[config.mk]
export PLATFORM = sky130hd
export DESIGN_NAME = ps2_host_tx
export DESIGN_NICKNAME = d
export VERILOG_FILES = /design/src/rtl/ps2_host_tx.sv
export SDC_FILE = /design/constraint.sdc
export NUM_CORES = 1
export LEC_CHECK = 0
export BUFFER_PORTS_ARGS = -buffer_cell sky130_fd_sc_hd__buf_2
export CAP_MARGIN = 20
export CORE_UTILIZATION = 57
export CTS_CLUSTER_DIAMETER = 120
export DETAILED_ROUTE_END_ITERATION = 16
export GPL_TIMING_DRIVEN = 0
export PLACE_DENSITY = 0.76
export SLEW_MARGIN = 20
export SYNTH_ARGS = -nofsm -noshare
export SYNTH_HDL_FRONTEND = slang
export SYNTH_SLANG_ARGS = --single-unit
[constraint.sdc]
create_clock -name CLOCK_50 -period 6.1 [get_ports CLOCK_50]
set_clock_uncertainty 0.15 [all_clocks]
set_input_delay 0 -clock CLOCK_50 [delete_from_list [all_inputs] [get_ports CLOCK_50]]
set_output_delay 0 -clock CLOCK_50 [all_outputs]
set_load 0.01 [all_outputs]
[src/rtl/ps2_host_tx.sv]
// ps2_host_tx -- host-to-device PS/2 byte transmitter.
//
// Sends one command byte (e.g. 0xED + LED mask, 0xFF reset) to a PS/2 device
// using the device-clocked host protocol: the clock is held low, the start bit
// is requested, and then the device clocks out data, parity and stop. Both pins
// are open-drain, so this block only produces pull-low enables.
//
// Ports:
//   CLOCK_50            system clock
//   reset               synchronous, active-high
//   cmd_data/cmd_valid  byte to send; accepted when cmd_valid && cmd_ready
//   cmd_ready           high in IDLE (not during the done/error pulse cycle)
//   ps2_clk_in/dat_in   raw pin levels (synchronised internally)
//   ps2_clk_oe/dat_oe   1 = pull the line low, 0 = release
//   busy                high outside IDLE
//   done / error        one-cycle completion / failure pulses
//
// Optional build macro PS2_LED_CMD_EN adds led_req/led_mask: a request sends
// 0xED, waits for an idle bus, then sends {5'b0, led_mask} with a single done.

module ps2_host_tx #(
    parameter int INHIBIT_CYCLES = 5000,
    parameter int TIMEOUT_CYCLES = 750000,
    parameter int SYNC_STAGES    = 2
) (
    input  logic       CLOCK_50,
    input  logic       reset,
    input  logic [7:0] cmd_data,
    input  logic       cmd_valid,
    output logic       cmd_ready,
`ifdef PS2_LED_CMD_EN
    input  logic       led_req,
    input  logic [2:0] led_mask,
`endif
    input  logic       ps2_clk_in,
    input  logic       ps2_dat_in,
    output logic       ps2_clk_oe,
    output logic       ps2_dat_oe,
    output logic       busy,
    output logic       done,
    output logic       error
);

    localparam logic [2:0] S_IDLE     = 3'd0;
    localparam logic [2:0] S_INHIBIT  = 3'd1;
    localparam logic [2:0] S_RTS      = 3'd2;
    localparam logic [2:0] S_SEND     = 3'd3;
    localparam logic [2:0] S_ACK      = 3'd4;
    localparam logic [2:0] S_WAIT_REL = 3'd5;
`ifdef PS2_LED_CMD_EN
    localparam logic [2:0] S_GAP      = 3'd6;
`endif

    localparam int INH_W = $clog2(INHIBIT_CYCLES + 1);
    localparam int TMO_W = $clog2(TIMEOUT_CYCLES + 1);
    localparam logic [INH_W-1:0] INH_LAST = INH_W'(INHIBIT_CYCLES - 1);
    localparam logic [TMO_W-1:0] TMO_LAST = TMO_W'(TIMEOUT_CYCLES - 1);

    logic [2:0]             state;
    logic [SYNC_STAGES-1:0] clk_sync;
    logic [SYNC_STAGES-1:0] dat_sync;
    logic                   clk_prev;
    logic                   clk_cur;
    logic                   dat_cur;
    logic                   fall;
    logic [9:0]             shreg;
    logic [3:0]             bit_cnt;
    logic [INH_W-1:0]       inh_cnt;
    logic [TMO_W-1:0]       tmo_cnt;
    logic                   dat_oe_q;
`ifdef PS2_LED_CMD_EN
    logic                   led_first;
    logic [2:0]             led_mask_q;
`endif

    // {stop, odd parity, data}; bit 0 goes out first.
    function automatic logic [9:0] frame(input logic [7:0] b);
        return {1'b1, ~^b, b};
    endfunction

    // Idle bus level is high, so the synchronisers reset to 1 to avoid a
    // phantom falling edge straight out of reset.
    always_ff @(posedge CLOCK_50) begin
        if (reset) begin
            clk_sync <= '1;
            dat_sync <= '1;
            clk_prev <= 1'b1;
        end else begin
            clk_sync <= {clk_sync[SYNC_STAGES-2:0], ps2_clk_in};
            dat_sync <= {dat_sync[SYNC_STAGES-2:0], ps2_dat_in};
            clk_prev <= clk_cur;
        end
    end

    assign clk_cur = clk_sync[SYNC_STAGES-1];
    assign dat_cur = dat_sync[SYNC_STAGES-1];
    assign fall    = clk_prev & ~clk_cur;

    always_ff @(posedge CLOCK_50) begin
        if (reset) begin
            state      <= S_IDLE;
            shreg      <= '0;
            bit_cnt    <= '0;
            inh_cnt    <= '0;
            tmo_cnt    <= '0;
            dat_oe_q   <= 1'b0;
            done       <= 1'b0;
            error      <= 1'b0;
`ifdef PS2_LED_CMD_EN
            led_first  <= 1'b0;
            led_mask_q <= '0;
`endif
        end else begin
            done  <= 1'b0;
            error <= 1'b0;
            case (state)
                S_IDLE: begin
                    dat_oe_q <= 1'b0;
                    inh_cnt  <= '0;
`ifdef PS2_LED_CMD_EN
                    if (led_req && cmd_ready) begin
                        shreg      <= frame(8'hED);
                        led_first  <= 1'b1;
                        led_mask_q <= led_mask;
                        state      <= S_INHIBIT;
                    end else
`endif
                    if (cmd_valid && cmd_ready) begin
                        shreg <= frame(cmd_data);
                        state <= S_INHIBIT;
                    end
                end
                S_INHIBIT: begin
                    if (inh_cnt == INH_LAST) begin
                        dat_oe_q <= 1'b1;  // start bit, visible in the first RTS cycle
                        state    <= S_RTS;
                    end else begin
                        inh_cnt <= inh_cnt + 1'b1;
                    end
                end
                S_RTS: begin
                    bit_cnt <= '0;
                    tmo_cnt <= '0;
                    state   <= S_SEND;
                end
                S_SEND, S_ACK, S_WAIT_REL: begin
                    tmo_cnt <= fall ? '0 : tmo_cnt + 1'b1;
                    // An edge in the timeout cycle wins over the timeout.
                    if (!fall && tmo_cnt == TMO_LAST) begin
                        error    <= 1'b1;
                        dat_oe_q <= 1'b0;
                        state    <= S_IDLE;
`ifdef PS2_LED_CMD_EN
                        led_first <= 1'b0;
`endif
                    end else begin
                        case (state)
                            S_SEND: if (fall) begin
                                dat_oe_q <= ~shreg[0];
                                shreg    <= {1'b0, shreg[9:1]};
                                bit_cnt  <= bit_cnt + 1'b1;
                                if (bit_cnt == 4'd9) state <= S_ACK;
                            end
                            S_ACK: if (fall) begin
                                if (!dat_cur) begin
                                    state <= S_WAIT_REL;
                                end else begin
                                    error <= 1'b1;
                                    state <= S_IDLE;
`ifdef PS2_LED_CMD_EN
                                    led_first <= 1'b0;
`endif
                                end
                            end
                            default: if (clk_cur && dat_cur) begin
`ifdef PS2_LED_CMD_EN
                                if (led_first) begin
                                    led_first <= 1'b0;
                                    inh_cnt   <= '0;
                                    state     <= S_GAP;
                                end else
`endif
                                begin
                                    done  <= 1'b1;
                                    state <= S_IDLE;
                                end
                            end
                        endcase
                    end
                end
`ifdef PS2_LED_CMD_EN
                // Bus must be idle (clk = dat = 1) for a full inhibit period
                // before the mask byte; any low level restarts the count.
                S_GAP: begin
                    if (clk_cur && dat_cur) begin
                        if (inh_cnt == INH_LAST) begin
                            shreg   <= frame({5'b0, led_mask_q});
                            inh_cnt <= '0;
                            state   <= S_INHIBIT;
                        end else begin
                            inh_cnt <= inh_cnt + 1'b1;
                        end
                    end else begin
                        inh_cnt <= '0;
                    end
                end
`endif
                default: state <= S_IDLE;
            endcase
        end
    end

    assign ps2_clk_oe = (state == S_INHIBIT);
    assign ps2_dat_oe = dat_oe_q;
    assign busy       = (state != S_IDLE);
    assign cmd_ready  = (state == S_IDLE) && !done && !error;

endmodule
* Word-level counts from Yosys, hierarchy flattened
Index checks and enable logic that the tools add are counted. Widths: inputs -> output; s select.
Storage, ports and cells: output and inout port bits 6, logic and storage cells 94, bits of input ports 13, flip-flop bits (word level) 58
Cells by class: reduce and logical (&&, ||, !) cells 23, bitwise logic cells 4, multiplexer cells 33, equal/unequal tests 20, add/sub/neg operators 3
Operators by type and width (number):
- $mux 10 | 4
- $pmux 20 s2 | 1
- $pmux 13 s2 | 1
- $mux 3 | 8
- $add 20x1->20 const B | 1
- $eq 20x20->1 const B | 1
- $mux 20 | 1
- $pmux 10 s2 | 1
- $add 13x1->13 const B | 1
- $eq 13x13->1 const B | 1
- $mux 13 | 1
- $mux 4 | 3
- $ne 4x4->1 const B | 3
- $pmux 3 s4 | 1
- $ne 2x2->1 const B | 5
- $mux 1 | 9
- $pmux 4 s2 | 1
- $reduce_and 4->1 | 2
- $reduce_xnor 8->1 | 1
- $eq 3x2->1 const B | 2
- $eq 3x3->1 const B | 2
- $ne 3x3->1 const B | 2
- $pmux 3 s2 | 1
- $reduce_and 6->1 | 1
- other kinds (18) | 29

* Logic depth before layout (Yosys ltp)
Gate-level depths: netlist (run 1).
depth after elaboration 6, mapped depth 7, gate-level depth less buffers 7

* Worst setup path after synthesis (run 1)
No wires, ideal clock.
kind register -> register, from reg tmo_cnt[0], to reg dat_oe_q, in the netlist ps2_dat_oe, arrival time 1.749 ns, required time 5.855 ns, buffers on the path 1, period minus slack after synthesis 1.994 ns, setup slack 4.106 ns, stages on the path, launching flop included 8, library setup time 0.095 ns, path through dfxtp_1 ha_1 and3_1 buf_2 nand4_4 nor3_2 o2111ai_1 a221oi_1
On the way: cells in the longest elaborated chain, start to end 4, elaborated cells on any way between the ends 7, those cells by class eq/ne: 3; mux: 2; reduce/logical: 2
RTL lines:
- start: declaration | RTL line 69 | logic [TMO_W-1:0] tmo_cnt;
- start signal: assignment | RTL line 147 | tmo_cnt <= fall ? '0 : tmo_cnt + 1'b1;
- $eq 20x20->1 (*) | RTL line 149 | if (!fall && tmo_cnt == TMO_LAST) begin
- $logic_and 1x1->1 (*) | RTL line 149
- $ne 3x3->1 (no line) or $mux 1 (tied branches)
- $reduce_and 4->1 (no line) or $pmux 1 s3 (tied branches)
- end signal: assignment | RTL line 159 | dat_oe_q <= ~shreg[0];
- end: declaration | RTL line 70 | logic dat_oe_q;
Every way passes the cells marked *; elsewhere a longest branch is shown, timed or not. A chain may end at the register's enable or synchronous reset.

* Worst setup path in the final report (run 1)
Same ends and word-level chain as after synthesis.

==> results.cfg, run 1 <==
[outcome]
status = complete, no violations

[drt]
drc = 0
wl_per_cell_um = 14.7
vias_per_cell = 5.85
num_vias = 2762
routed_wl_mm = 6.93
initialDrtViolationCount = 241
ant_nets = 0
drt_pass1_iterations = 4

[setup_path]
r2r_end = ps2_dat_oe
start_kind = register
crit_buf_inv = 1
cpMaxStageDelayCell = nor3_2
cpLargestDelayFamily = simple AND/OR/NAND/NOR gates
worst-r2r-cell-count = 7
crit_fanout = 8
reg2reg_slack_ps = 3790
crit_cells = 7
r2r_start = tmo_cnt[0]
arrival_ps = 2410
crit_chain = ha_1 > and3_1 > buf_2 > nand4_4 > nor3_2 > o2111ai_1 > a221oi_1
cp-end-kind = register
critPathKind = reg -> reg
max_stage_delay_ps = 460
critical_path_required_ps = 6200

[yosys]
synthTopCellsByArea = dfxtp_1 38%, nor2_1 5.6%, a21oi_1 4.0%, xnor2_1 3.8%, o21ai_0 3.1%
yosysUniqueCellTypes = 62
async_flop_share = 0
synth_cells = 359
seq_area_frac_synth = 0.384
synth_nets = 376
postSynthAreaPerCell_um2 = 8.42
ys.flop_type = dfxtp_1
synth_top_cell_area_share = 0.384
ys_warn_count = 0
synthesis.area_um2 = 3020
post-synth-top-area-cell = dfxtp_1
synth_edf_count = 0
ys_ff_latch = 58

[clock_tree]
cts_buffers = 9
cts_tree = built
insertion_delay_ps = 340
cts_buffer_depth = 2
htreeDepth = 3
clk_pin_slew_ps = 70
clockRootBuffer = clkbuf_8
numClockSinks = 58

[timing]
slew_headroom = 0.571
whs_ps = 87.2
post-route-min-period_ps = 2310
final-max-slew-violation-count = 0
setup_viol = 0
hold_viol_final = 0
rsz0062_at_grt = false
finalSetupTns_ps = 0
period_share = 0.378
worst_pin_slew_ps = 641
fmax_mhz = 433

[place]
globalplace.congestion = 0.868
port_buffers = 17
dp_hpwl_mm = 4.64

[grt]
grt_pass1_wl_mm = 11.0
grt_usage = 0.263
grt_max_degree = 11
grt-ovfl-total = 0
antenna_found_initial = 0
grt_pass1_vias = 2468

[final_layout]
fin_util = 0.683
final_nets = 415
syn_to_final_growth_pct = 15.5
fill_cells = 429
antenna-diode-count = 0
drive_gt1_frac = 0.134

[die]
coreArea_um2 = 5110
initial_utilization = 0.592
die_y_um = 74.8
die_area_um2 = 5600
pin_count = 19
placementRows = 26
die_w_um = 74.8

[min_path]
hold_start = reset
hold_end = state[0]
hp-class = in -> reg
whs_path_depth = 3

[power_and_ir_drop]
vdd_ir_drop_max_mv = 0.132
p_per_area_nw_per_um2 = 235
p_leak_uw = 0.00124

[job]
drv_cap = 0
placed cells by master (no fill, tap or decap), types with 5 or more instances in the layout:
cell | synthesis | final
nand2_1 | 25 | 25
nor3_1 | 6 | 6
a311oi_1 | 7 | 7
buf_2 | 7 | 24
dfxtp_1 | 58 | 58
clkbuf_1 | 11 | 13
dlygate4sd3_1 | 0 | 11
mux2i_1 | 9 | 9
xnor2_1 | 13 | 13
or2_2 | 5 | 5
nand4_1 | 10 | 10
nor2_1 | 45 | 45
and3_1 | 7 | 7
o21ai_0 | 19 | 19
a21oi_1 | 24 | 24
nor3b_1 | 5 | 5
nand3_1 | 15 | 15
inv_1 | 6 | 6
nand2b_1 | 9 | 9
a211oi_1 | 10 | 10
clkbuf_8 | 0 | 10
report_power, final:
part / switching [uW] / internal (uW)
Combinational: 43.4 / 36.1
Clock: 149 / 196
Sequential: 5.90 / 390
layout make-up:
| cell class | instances | area [um^2] | share of cell area |
|---|---|---|---|
| Timing Repair Buffer | 28 | 195 | 0.0559 |
| Clock buffer | 12 | 145 | 0.0416 |
| Inverter | 6 | 22.5 | 0.00645 |
| Clock inverter | 3 | 40.0 | 0.0115 |
| Sequential cell | 58 | 1160 | 0.333 |
| Multi-Input combinational cell | 275 | 1750 | 0.501 |
| Tap cell | 70 | 87.6 | 0.0251 |
| Buffer | 20 | 91.3 | 0.0262 |
cell families after synthesis:
logic type	Yosys count	synth area share
buf+inv	26	0.0377
simple gates	161	0.293
mux	10	0.0335
compound gates	83	0.186
flops	58	0.384
fa+ha+maj	4	0.0166
xor+xnor	17	0.0493
worst min-delay path: stages:
cell and delay, ps:
clkbuf_1 230, nand3b_1 240, o311ai_1 80
per-layer routing:
metal  share of wire  vias to the layer above  global-route usage
met2            0.46                       73               0.429
met3           0.050                       23              0.0509
met4           0.028                        0               0.145
met5               0                        -                   0
met1            0.46                     1274               0.326
li1                -                     1392                   -
per-stage QoR:
step                      power (uW)  instance area, um^2  std cells  worst slack, ps
final                            821                 3490        472             3790
after global routing             855                 3490        472             3600
after CTS                        824                 3490        472             3820
after detailed placement         477                 3200        446             3840
after global placement           475                 3200        446             3820
after floorplan                  456                 3020        359             4110
flip-flops by register name (all words and copies together), names as in the netlist:
signal,count
done,1
clk_prev,1
ps2_dat_oe,1
clk_sync,2
dat_sync,2
bit_cnt,4
state,3
error,1
tmo_cnt,20
inh_cnt,13
shreg,10
timing repair:
item,4_1_cts,5_1_grt
endpoints found under the hold margin,11,0
buffers inserted,0,0
hold buffers,11,0
gates resized for setup,0,0
cell usage after synthesis, types with 2 or more instances:
| master | instances |
|---|---|
| nand4_1 | 10 |
| dfxtp_1 | 58 |
| nor3b_1 | 5 |
| o31ai_1 | 2 |
| inv_1 | 6 |
| nand2b_1 | 9 |
| or3_1 | 3 |
| xnor2_1 | 13 |
| nor2_1 | 45 |
| clkbuf_1 | 11 |
| a41oi_1 | 2 |
| or2_2 | 5 |
| o21ai_0 | 19 |
| nand3b_1 | 4 |
| and3_1 | 7 |
| or4_1 | 3 |
| and4_1 | 2 |
| a22oi_1 | 2 |
| a311oi_1 | 7 |
| a21oi_1 | 24 |
| nand3_1 | 15 |
| a211oi_1 | 10 |
| mux2i_1 | 9 |
| xor2_1 | 4 |
| nand2_1 | 25 |
| and2_1 | 3 |
| nor4_1 | 4 |
| nor2b_1 | 3 |
| buf_2 | 7 |
| nor3_1 | 6 |
| ha_1 | 4 |
| nor4b_1 | 2 |
worst max path at each step:
stage,startpoint,to,slack (ps)
3_5_place_dp,tmo_cnt[0],ps2_dat_oe,3840
5_1_grt,tmo_cnt[0],ps2_dat_oe,3600
2_1_floorplan,tmo_cnt[0],ps2_dat_oe,4110
3_3_place_gp,tmo_cnt[0],ps2_dat_oe,3820
6_report,tmo_cnt[0],ps2_dat_oe,3790
4_1_cts,tmo_cnt[0],ps2_dat_oe,3820
Power figures use the tool's default switching activity.
==> run 2: changes to the inputs <==
- ABC_AREA: default -> 1
- CORE_UTILIZATION: 57 -> 55
- clock period: 6.1 -> 2.1 ns (I/O delays scaled with it)
==> run 2 against run 1 <==
  * Synthesized area grew 7.2%
  * Synthesized cell count grew 38%
  * Die area grew 11%
  * Register-to-register slack got worse by 3600 ps
==> results.cfg, run 2 <==
[final_layout]
top_regs = tmo_cnt: 20 flops, inh_cnt: 13 flops, shreg: 10 flops
syn_to_final_growth_pct = 16.1
final_nets = 553
largest_reg_flops = 20
drive_gt1_frac = 0.124
fin_util = 0.671
max_flop_register = tmo_cnt
layout_commonest_cell = nand2_1
layout.cells.most_common_list = 136 x nand2_1, 57 x dfxtp_1, 55 x nor2_1
antenna-diode-count = 0

[yosys]
synth_cells = 497
postSynthAreaPerCell_um2 = 6.52
yosys-top-cells-count = 137 x nand2_1, 58 x dfxtp_1, 57 x nor2_1
synth_xor_area_frac = 0.0216
yosysUniqueCellTypes = 36
synth_compound_area_frac = 0.153
synth_nets = 514
synthesis.area_um2 = 3240
synthSimpleGateAreaFrac = 0.361
synth_top_cell_area_share = 0.358
seq_area_frac_synth = 0.358
post-synth-top-area-cell = dfxtp_1
synth_most_common_cell = nand2_1
synth_edf_count = 0
synthTopCellsByArea = dfxtp_1 36%, nand2_1 16%, nor2_1 6.6%, inv_1 6.3%, a21oi_1 5.7%
ys.flop_type = dfxtp_1
ys_warn_count = 0
async_flop_share = 0
synthAdderAreaFrac = 0.0154
ys_ff_latch = 58
synth.area.mux_share = 0
synth_top_family_by_area = simple AND/OR/NAND/NOR gates

[clock_tree]
cts_buffer_depth = 2
clk_pin_slew_ps = 70
insertion_delay_ps = 340
numClockSinks = 58
cts_buffers = 9
clockRootBuffer = clkbuf_8
htreeDepth = 3
cts_tree = built

[place]
globalplace.congestion = 0.881
port_buffers = 17
dp_slack_ps = 114
dp_hpwl_mm = 5.59

[grt]
grt_util_met3 = 0.0414
grt_usage = 0.286
grt_pass1_wl_mm = 13.9
busiest_layer = met2
grt-ovfl-total = 0
grt_pass1_vias = 3108
use_met2 = 0.489
antenna_found_initial = 0
grt_max_degree = 11
use_met1 = 0.360

[die]
initial_utilization = 0.578
die_area_um2 = 6200
coreArea_um2 = 5610
die_w_um = 78.8
pin_count = 19
placementRows = 27
die_y_um = 78.8

[timing]
final-max-slew-violation-count = 0
finalSetupTns_ps = 0
rsz0062_at_grt = false
hold_viol_final = 0
setup_slack_ps = 186
worst_pin_slew_ps = 639
fmax_mhz = 522
post-route-min-period_ps = 1910
period_share = 0.911
slew_headroom = 0.574
setup_viol = 0

[setup_path]
critPathKind = reg -> reg
arrival_ps = 2030
start_kind = register
cp-end-kind = register
critPathLaunch = tmo_cnt[0]
r2r_start = tmo_cnt[0]
critical_path_required_ps = 2210
crit_fanout = 5

[drt]
vias_per_cell = 5.49
routed_wl_mm = 8.12
num_vias = 3364
initialDrtViolationCount = 211
drt_pass1_iterations = 4
drc = 0
wl_per_cell_um = 13.2
ant_nets = 0

[power_and_ir_drop]
p_leak_uw = 0.00154
p_per_area_nw_per_um2 = 1060
vdd_ir_drop_max_mv = 0.676

[outcome]
status = complete, no violations

[min_path]
hp-class = in -> reg
hold_start = reset

[job]
drv_cap = 0
## run 2: cell types whose count changed in the layout (fill, tap and decap cells not counted), moves of 10 or more
cell     change
nand2_1    +111
nand3_1     +15
inv_1       +48
nor2_1      +10
a21oi_1     +13
## run 2: power by group
group | internal [uW] | leakage [uW] | switching, uW
sequential | 1260 | 0.000472 | 119
clock | 696 | 0.000109 | 456
combinational | 499 | 0.000960 | 968
total | 2450 | 0.00154 | 1540
## run 2: routing by layer
metal | up-vias | routed length (um)
li1 | 1702 | -
met1 | 1550 | 3730
met2 | 95 | 3870
met3 | 17 | 346
met4 | 0 | 174
met5 | - | 0
## run 2: kinds of logic after synthesis
| kind of cell | count (synthesis) |
|---|---|
| flops | 58 |
| simple gates | 270 |
| buf+inv | 70 |
| fa+ha+maj | 4 |
| compound gates | 87 |
| xor+xnor | 8 |
## run 2: final timing paths
check	endpoint	cells past startpoint	slack, ps
setup / recovery	tmo_cnt[18]	9	190
hold / removal	tmo_cnt[17]	2	80
setup reg to reg	tmo_cnt[18]	9	190
hold reg to reg	clk_sync[1]	1	260
## run 2: per-stage QoR
stage	power, uW	hold WS, ps	std cells	cell area [um^2]
after floorplan	2450	-46.2	497	3240
after global placement	2800	37.4	586	3420
after detailed placement	2820	38.9	586	3420
after CTS	3990	58.8	613	3740
after global routing	4270	77.1	613	3760
final	3990	80.0	613	3760
## run 2: layout make-up
cell class / instances / area [um^2]
buffer: 11 / 70.1
clock buffer: 11 / 141
clock inverter: 5 / 77.6
fill: 520 / 1840
inverter: 59 / 221
multi-input combinational: 369 / 1810
sequential: 58 / 1160
tap: 72 / 90.1
timing repair buffer: 28 / 195
## run 2: worst max-delay path, stage by stage, from the launching register on
cell and delay [ps]:
dfxtp_1 370, ha_1 220, nand3_2 160, nor2_2 190, nand2_1 200, nor2_2 230
nand2_1 70, nand2_1 70, nand3_1 70, a21oi_1 120
## run 2: what timing repair did
item | CTS | global route
resized for setup | 0 | 6
buffers inserted | 0 | 0
hold buffers | 11 | 0
endpoints found under the hold margin | 11 | 0
setup endpoints to repair | 0 | 7
==> run 3: changes to the inputs <==
- CORE_UTILIZATION: 55 -> 57
- CTS_CLUSTER_DIAMETER: 120 -> 150
- PLACE_DENSITY: 0.76 -> 0.75
- clock period: 2.1 -> 2.11 ns (I/O delays scaled with it)
==> run 3 against run 2 <==
  * Wire length is 1.3% lower
  * Worst setup slack worse by 42 ps
  * Flip-flop and latch count stayed put
  * Sequential power hardly changed
  * Die area is 3.4% lower
  * Critical path depth is 1 lower
  * Critical path type unchanged
  * Fmax is 2.7% lower
  * Largest cell class unchanged
  * Sequential share of layout area is 0.14 points higher
==> results.cfg, run 3 (same netlist as run 2, synthesis figures left out) <==
[timing]
setup_slack_ps = 144
fmax_mhz = 509
period_share = 0.932
post-route-min-period_ps = 1970
setup_viol = 0
finalSetupTns_ps = 0
hold_viol_final = 0
rsz0062_at_grt = true
slew_headroom = 0.568
final-max-slew-violation-count = 0
worst_pin_slew_ps = 648

[grt]
grt_max_degree = 11
use_met2 = 0.485
antenna_found_initial = 0
grt-ovfl-total = 0
grt_pass1_wl_mm = 14.1
grt_util_met3 = 0.0494
use_met1 = 0.372
busiest_layer = met2
grt_pass1_vias = 3203
grt_usage = 0.294

[setup_path]
cp-end-kind = register
arrival_ps = 2010
critical_path_required_ps = 2160
critPathLaunch = tmo_cnt[0]
critPathKind = reg -> reg
start_kind = register
r2r_start = tmo_cnt[0]
crit_fanout = 5
worst-r2r-cell-count = 8

[drt]
drc = 0
wl_per_cell_um = 13.1
ant_nets = 0
vias_per_cell = 5.41
routed_wl_mm = 8.02
initialDrtViolationCount = 296
num_vias = 3319
drt_pass1_iterations = 5

[final_layout]
layout.cells.non_filler = 613
drive_gt1_frac = 0.126
antenna-diode-count = 0
final_nets = 553
multi_input_area_um2 = 1800
top_regs = tmo_cnt: 20 flops, inh_cnt: 13 flops, shreg: 10 flops
max_flop_register = tmo_cnt
fill_cells = 487
largest_reg_flops = 20
ff_latch_area_um2 = 1160
layout_commonest_cell = nand2_1
syn_to_final_growth_pct = 15.6
layout.cells.most_common_list = 137 x nand2_1, 57 x dfxtp_1, 54 x inv_1, 54 x nor2_1, 37 x a21oi_1

[die]
die_area_um2 = 5990
die_w_um = 77.4
initial_utilization = 0.589
placementRows = 27
pin_count = 19
coreArea_um2 = 5510
die_y_um = 77.4

[min_path]
hold_start = reset
whs_path_depth = 2
hp-class = in -> reg

[outcome]
status = complete, no violations

[place]
placed_cells = 586
dp_slack_ps = 127
dp_hpwl_mm = 5.64
globalplace.congestion = 0.909
port_buffers = 17

[power_and_ir_drop]
seqPwrFrac = 0.349
combPwrFrac = 0.377
switching_power_uw = 1570
internal_power_uw = 2350
vdd_ir_drop_max_mv = 0.811
p_per_area_nw_per_um2 = 1050
clkPwrFrac = 0.273
p_leak_uw = 0.00153
p_total_uw = 3920
p_sw_frac = 0.400

[clock_tree]
clk_pin_slew_ps = 70
cts_buffers = 9
clockRootBuffer = clkbuf_8
htreeDepth = 3
numClockSinks = 58
insertion_delay_ps = 350
cts_tree = built
post-cts-setup-buffers = 0
cts_buffer_depth = 2

[job]
drv_cap = 0
## run 3: per-layer routing
| layer | vias to the layer above | part of all wire |
|---|---|---|
| met5 | - | 0 |
| met4 | 0 | 0.025 |
| met3 | 22 | 0.045 |
| met2 | 97 | 0.46 |
| met1 | 1491 | 0.47 |
| li1 | 1709 | - |
## run 3: final timing paths
| path | to | slack [ps] |
|---|---|---|
| hold / removal | tmo_cnt[17] | 60 |
| setup / recovery | tmo_cnt[18] | 140 |
| setup reg to reg | tmo_cnt[18] | 140 |
| hold reg to reg | clk_sync[1] | 260 |
## run 3: final cells by class
type | count | area share
Sequential cell | 58 | 0.310
Clock buffer | 11 | 0.0404
Timing Repair Buffer | 28 | 0.0521
Buffer | 11 | 0.0187
Tap cell | 72 | 0.0240
Inverter | 59 | 0.0591
Clock inverter | 5 | 0.0140
Multi-Input combinational cell | 369 | 0.481
## run 3: worst max-delay path: stages (launching register included)
cell and delay (ps):
dfxtp_1 380, ha_1 200, nand3_1 210, nor2_2 220, nand2_1 200, nor2_2 220
nand3_1 90, nand3_1 90, a21oi_1 60
## run 3: per-stage QoR
stage / cell area [um^2] / utilization / hold WS [ps]
2_1_floorplan: 3240 / - / -46.2
3_3_place_gp: 3420 / 0.620 / 36.3
3_5_place_dp: 3420 / 0.620 / 40.3
4_1_cts: 3730 / 0.677 / 50.2
5_1_grt: 3750 / 0.680 / 88.4
6_report: 3750 / 0.680 / 61.0
## run 3: what timing repair did
action                                  4_1_cts  5_1_grt
endpoints found under the hold margin        11        0
resized for setup                             0        6
endpoints found under the setup margin        0       12
hold buffers                                 11        0
## run 3: power groups by stage
stage | Combinational (uW) | Sequential, uW | Clock, uW
finish | 1480 | 1370 | 1070
global route | 1660 | 1390 | 1120
CTS | 1470 | 1360 | 1070
detailed placement | 1440 | 1390 | 0
global placement | 1400 | 1380 | 0
floorplan | 1080 | 1360 | 0
